### src/rtl/soft_rst_pkg.sv
// rtl/soft_rst_pkg.sv - shared types and constants for the soft-reset sequencer
package soft_rst_pkg;

  localparam int NUM_DOM   = 3;
  localparam int DOM_SDRAM = 0;
  localparam int DOM_SYS   = 1;
  localparam int DOM_SYS2X = 2;
  localparam int CNT_W     = 8;

  typedef enum logic [2:0] {
    IDLE,
    ASSERT,
    HOLD,
    RELEASE,
    DONE
  } state_t;

  function automatic logic [CNT_W-1:0] sat_inc(input logic [CNT_W-1:0] v);
    return (v == {CNT_W{1'b1}}) ? v : v + 1'b1;
  endfunction

endpackage

### src/rtl/sync_bit.sv
// rtl/sync_bit.sv - multi-stage level synchronizer for one acknowledge bit
module sync_bit #(
  parameter int STAGES = 2
) (
  input  logic pclk,
  input  logic prst_n,
  input  logic d,
  output logic q
);

  logic [STAGES-1:0] sync_q;
  logic [STAGES-1:0] sync_d;

  always_comb begin
    sync_d = {sync_q[STAGES-2:0], d};
  end

  always_ff @(posedge pclk or negedge prst_n) begin
    if (!prst_n) begin
      sync_q <= '0;
    end else begin
      sync_q <= sync_d;
    end
  end

  assign q = sync_q[STAGES-1];

endmodule

### src/rtl/soft_reset_ctrl.sv
// rtl/soft_reset_ctrl.sv - software soft-reset sequencer for SDRAM, sys and sys_2x domains
module soft_reset_ctrl
  import soft_rst_pkg::*;
#(
  parameter int STRETCH_CYCLES = 16,
  parameter int ACK_TIMEOUT    = 255,
  parameter int SYNC_STAGES    = 2
) (
  input  logic               pclk,
  input  logic               prst_n,
  input  logic               test_mode,
  input  logic               sw_rst_req,
  input  logic [NUM_DOM-1:0] sw_rst_sel,
  input  logic [NUM_DOM-1:0] rst_ack,
  input  logic               err_clr,
  output logic [NUM_DOM-1:0] soft_rst_n,
  output logic               busy,
  output logic               done,
  output logic               timeout_err
);

  localparam logic [CNT_W-1:0] TO_LAST   = CNT_W'(ACK_TIMEOUT - 1);
  localparam logic [CNT_W-1:0] HOLD_LAST = CNT_W'(STRETCH_CYCLES - 1);

  state_t             state_q, state_d;
  logic [CNT_W-1:0]   cnt_q, cnt_d;
  logic [NUM_DOM-1:0] sel_q, sel_d;
  logic               req_q, req_d;
  logic [NUM_DOM-1:0] srn_q, srn_d;
  logic               busy_q, busy_d;
  logic               done_q, done_d;
  logic               err_q, err_d;
  logic               err_set;
  logic [NUM_DOM-1:0] ack_s;

  for (genvar i = 0; i < NUM_DOM; i++) begin : g_sync
    sync_bit #(.STAGES(SYNC_STAGES)) u_sync (
      .pclk   (pclk),
      .prst_n (prst_n),
      .d      (rst_ack[i]),
      .q      (ack_s[i])
    );
  end

  always_comb begin
    state_d = state_q;
    cnt_d   = cnt_q;
    sel_d   = sel_q;
    req_d   = req_q;
    srn_d   = srn_q;
    err_set = 1'b0;

    // Requests are captured one edge before the FSM acts, and only when idle.
    if (state_q == IDLE && !req_q && sw_rst_req && !test_mode) begin
      req_d = 1'b1;
      sel_d = sw_rst_sel;
    end

    case (state_q)
      IDLE: begin
        if (req_q) begin
          req_d = 1'b0;
          if (!test_mode) begin
            if (sel_q != '0) begin
              state_d = ASSERT;
              cnt_d   = '0;
              srn_d   = ~sel_q;
            end else begin
              state_d = DONE;
            end
          end
        end
      end
      ASSERT: begin
        cnt_d = sat_inc(cnt_q);
        if ((ack_s & sel_q) == sel_q) begin
          state_d = HOLD;
          cnt_d   = '0;
        end else if (cnt_q == TO_LAST) begin
          err_set = 1'b1;
          srn_d   = '1;
          state_d = DONE;
        end
      end
      HOLD: begin
        cnt_d = sat_inc(cnt_q);
        if (cnt_q == HOLD_LAST) begin
          srn_d   = '1;
          state_d = RELEASE;
          cnt_d   = '0;
        end
      end
      RELEASE: begin
        cnt_d = sat_inc(cnt_q);
        if ((ack_s & sel_q) == '0) begin
          state_d = DONE;
        end else if (cnt_q == TO_LAST) begin
          err_set = 1'b1;
          state_d = DONE;
        end
      end
      DONE: begin
        state_d = IDLE;
      end
      default: begin
        state_d = IDLE;
        srn_d   = '1;
      end
    endcase

    // Scan/test entry abandons any sequence silently.
    if (test_mode && state_q != IDLE) begin
      state_d = IDLE;
      srn_d   = '1;
      cnt_d   = '0;
      err_set = 1'b0;
    end

    err_d  = err_set ? 1'b1 : (err_clr ? 1'b0 : err_q);
    done_d = (state_d == DONE);
    busy_d = (state_d != IDLE);
  end

  always_ff @(posedge pclk or negedge prst_n) begin
    if (!prst_n) begin
      state_q <= IDLE;
      cnt_q   <= '0;
      sel_q   <= '0;
      req_q   <= 1'b0;
      srn_q   <= '1;
      busy_q  <= 1'b0;
      done_q  <= 1'b0;
      err_q   <= 1'b0;
    end else begin
      state_q <= state_d;
      cnt_q   <= cnt_d;
      sel_q   <= sel_d;
      req_q   <= req_d;
      srn_q   <= srn_d;
      busy_q  <= busy_d;
      done_q  <= done_d;
      err_q   <= err_d;
    end
  end

  assign soft_rst_n  = test_mode ? '1 : srn_q;
  assign busy        = busy_q;
  assign done        = done_q;
  assign timeout_err = err_q;

endmodule

### config.mk
export PLATFORM = sky130hd
export DESIGN_NAME = soft_reset_ctrl
export DESIGN_NICKNAME = d
export VERILOG_FILES = /design/src/rtl/soft_rst_pkg.sv /design/src/rtl/sync_bit.sv /design/src/rtl/soft_reset_ctrl.sv
export SDC_FILE = /design/constraint.sdc
export NUM_CORES = 1
export LEC_CHECK = 0
export CAP_MARGIN = 20
export CORE_ASPECT_RATIO = 0.75
export CORE_MARGIN = 4
export CORE_UTILIZATION = 40
export CTS_BUF_LIST = sky130_fd_sc_hd__clkbuf_4 sky130_fd_sc_hd__clkbuf_8 sky130_fd_sc_hd__clkbuf_16
export DETAILED_ROUTE_END_ITERATION = 16
export GPL_TIMING_DRIVEN = 0
export PLACE_DENSITY_LB_ADDON = 0.15
export SLEW_MARGIN = 40
export SYNTH_ARGS = -nofsm -noshare
export SYNTH_HDL_FRONTEND = slang
export SYNTH_SLANG_ARGS = --single-unit
### constraint.sdc
create_clock -name pclk -period 2 [get_ports pclk]
set_clock_uncertainty 0.05 [all_clocks]
set_input_delay 0.6 -clock pclk [delete_from_list [all_inputs] [get_ports pclk]]
set_output_delay 0.6 -clock pclk [all_outputs]
set_load 0.01 [all_outputs]
==> run_results.csv <==
group,metric,value,unit
outcome,status,"finished, final reports clean",
cells_and_area,antennaDiodeCount,0,
placed_design,gp_congestion,0.897,
synth,yosysSeqAreaShare,0.453,
power,peakVddDrop,0.000593,V
drt,firstDrtPassIters,4,
sta,maxSlewViolCount,0,
clocking,cts-root-buf,"clkbuf_8",
worst_setup_path,crit_type,"reg -> reg",
worst_setup_path,cp.arrival,2060,ps
sta,rsz0062_at_grt,"no",
worst_setup_path,startpoint,"cnt_q[4]",
sta,timing.fmax,511,MHz
floorplan,dieArea,4810,um^2
worst_setup_path,crit_family,"compound AO/OA/AOI/OAI gates",
worst_setup_path,r2r_cells,5,
grt,grt_overflow_total,0,
synth,async_flop_share,1.00,
drt,route.detailed.drc,0,
placed_design,io_buffers,16,
worst_setup_path,path_depth,5,
sta,fin_crit,1960,ps
synth,ys_seq_elements,27,
sta,setup_viol,0,
worst_setup_path,worst_setup_path_start_kind,"register",
sta,fin_tns_setup,0,ps
synth,syn_inst,152,
clocking,clkTransAtPathRegs,90,ps
worst_setup_path,worstPathRequired,2100,ps
worst_setup_path,r2r_end,"cnt_q[1]",
grt,antenna_found_initial,0,
grt,grt_pass1_vias,1261,
placed_design,pre_cts_ws,-843,ps
power,p_leak,0.000809,uW
cells_and_area,drive_gt1_frac,0.235,
drt,wirelength,3.67,mm
synth,synthesis.area,1500,um^2
floorplan,start_util,0.436,
cells_and_area,final_cell_mix,"22 x dfrtp_1, 12 x o21ai_0, 11 x inv_1, 11 x clkdlybuf4s50_1",
drt,wl_per_cell,16.0,um
synth,netlist.area_leader.share,0.400,
synth,syn_nets,165,
synth,synth_cell_types,45,
worst_setup_path,cp_max_fo,10,
power,total_power,1940,uW
cells_and_area,area_delta_synth_final,21.0,%
run,cap_violations,0,
grt,grt_max_degree,28,
sta,fin_ws,42.0,ps
worst_setup_path,crit_chain,"or4_4 > o311a_4 > buf_6 > o211ai_1 > o211ai_1",
worst_setup_path,cp-end-kind,"register",
cells_and_area,nets,193,
drt,ant_nets,0,
clocking,cts_tree,"yes",
sta,slew_headroom,0.607,
synth,yosysTopAreaCell,"dfrtp_1",
synth,synthFlopType,"dfrtp_1",
sta,worstMarginPinSlew,590,ps
drt,num_vias,1315,
sta,fin_crit_sh,0.979,
floorplan,fp.dieH,61.1,um
clocking,worst_skew_pair.late_latency,270,ps
floorplan,die_x,78.7,um
clocking,cts.path.max_buffers,2,
synth,synth_edf_count,0,
floorplan,ioPinCount,17,
clocking,clkSinkCount,27,
worst_setup_path,crit_top_cell,"o211ai_1",
sta,final-hold-violation-count,0,
worst_setup_path,max_stage_delay,570,ps
placed_design,dp_hpwl,2.59,mm
worst_setup_path,crit_path_end,"cnt_q[1]",
worst_setup_path,path_buf_inv,1,
cells_and_area,final_core_utilization,0.527,
grt,track_usage,0.154,
worst_setup_path,slowest_stage,"or4_4",
floorplan,num_rows,18,
power,powerDensity,1070,nW/um^2
grt,grt_pass1_wl,5.76,mm
worst_setup_path,r2r_start,"cnt_q[4]",
clocking,cts_buffers,3,
synth,syn_avg_cell_area,9.88,um^2
floorplan,coreArea,3450,um^2
drt,drt_iter0_markers,138,
clocking,h-tree-depth,1,
hold_path,hp-class,"in -> async",
worst_setup_path,rrSetupSlack,40,ps
cells_and_area,final_common_cell,"dfrtp_1",
drt,viasPerCell,5.74,
synth,synth_area_leaders,"dfrtp_1 40%, dfstp_2 5.3%, o21ai_0 4.0%",
synth,yosys_warnings,0,
[worst min path at each step]
stage | endpoint | slack, ps | depth (start not counted) | from
CTS | cnt_q[3] | 290 | 1 | prst_n
floorplan | busy | 250 | 0 | prst_n
global placement | g_sync[1].u_sync.sync_q[1] | 280 | 0 | g_sync[1].u_sync.sync_q[0]
finish | timeout_err | 270 | 1 | prst_n
detailed placement | g_sync[0].u_sync.sync_q[1] | 290 | 0 | g_sync[0].u_sync.sync_q[0]
global route | g_sync[0].u_sync.sync_q[1] | 310 | 0 | g_sync[0].u_sync.sync_q[0]
[layout make-up]
cell class / count / area [um^2]
inverter: 11 / 41.3
buffer: 6 / 45.0
clock buffer: 3 / 41.3
sequential: 27 / 682
multi-input combinational: 108 / 752
fill: 308 / 1630
tap: 50 / 62.6
clock inverter: 1 / 5.00
timing repair buffer: 23 / 188
[report_power, final]
part,switching (uW),internal (uW)
Clock,168,140
Sequential,124,678
Combinational,466,365
[routing by layer]
metal  part of all wire  vias up  global-route usage
met2               0.43       53               0.242
li1                   -      640                   -
met1               0.49      618               0.215
met3              0.077        4              0.0482
met4             0.0065        0              0.0299
met5                  0        -                   0
[Yosys cell counts (all sizes together), types with 3 or more instances]
cell type	count
nor2b	7
clkbuf	3
inv	11
o311a	3
nand2	6
a221oi	3
a22oi	4
dfrtp	24
mux2	3
o22ai	5
buf	3
o21ai	12
nand3	6
a21oi	4
nor3	5
or2	4
o211ai	5
and3	3
dfstp	3
nor2	7
[repair_timing]
item                       CTS  global route
pin swaps                    1             1
gates resized for setup     19             7
hold buffers                 0             0
setup buffers                3             4
setup endpoints to repair   14            10
cloned                       0             0
hold endpoints to repair     0             0
[logic make-up (layout without fill, tap and decap cells)]
| logic type | count (synthesis) | after routing | share of synthesized area |
|---|---|---|---|
| and+or+nand+nor | 51 | 51 | 0.198 |
| buffers and inverters | 17 | 44 | 0.0492 |
| adders and majority gates | 2 | 2 | 0.0167 |
| DFF | 27 | 27 | 0.453 |
| muxes | 3 | 3 | 0.0225 |
| AOI/OAI and AO/OA | 52 | 52 | 0.262 |
[through the flow]
stage	instance area (um^2)	hold WS [ps]	instances
2_1_floorplan	1500	254	152
3_3_place_gp	1720	283	218
3_5_place_dp	1720	287	218
4_1_cts	1780	290	225
5_1_grt	1820	314	229
6_report	1820	268	229
[state kept, by name (all words and copies together) (netlist names)]
register / cells
cnt_q: 8
g_sync.u_sync.sync_q: 6
sel_q: 3
srn_q: 3
state_q: 3
busy: 1
done: 1
req_q: 1
timeout_err: 1
(Power assumes the default switching activity.)
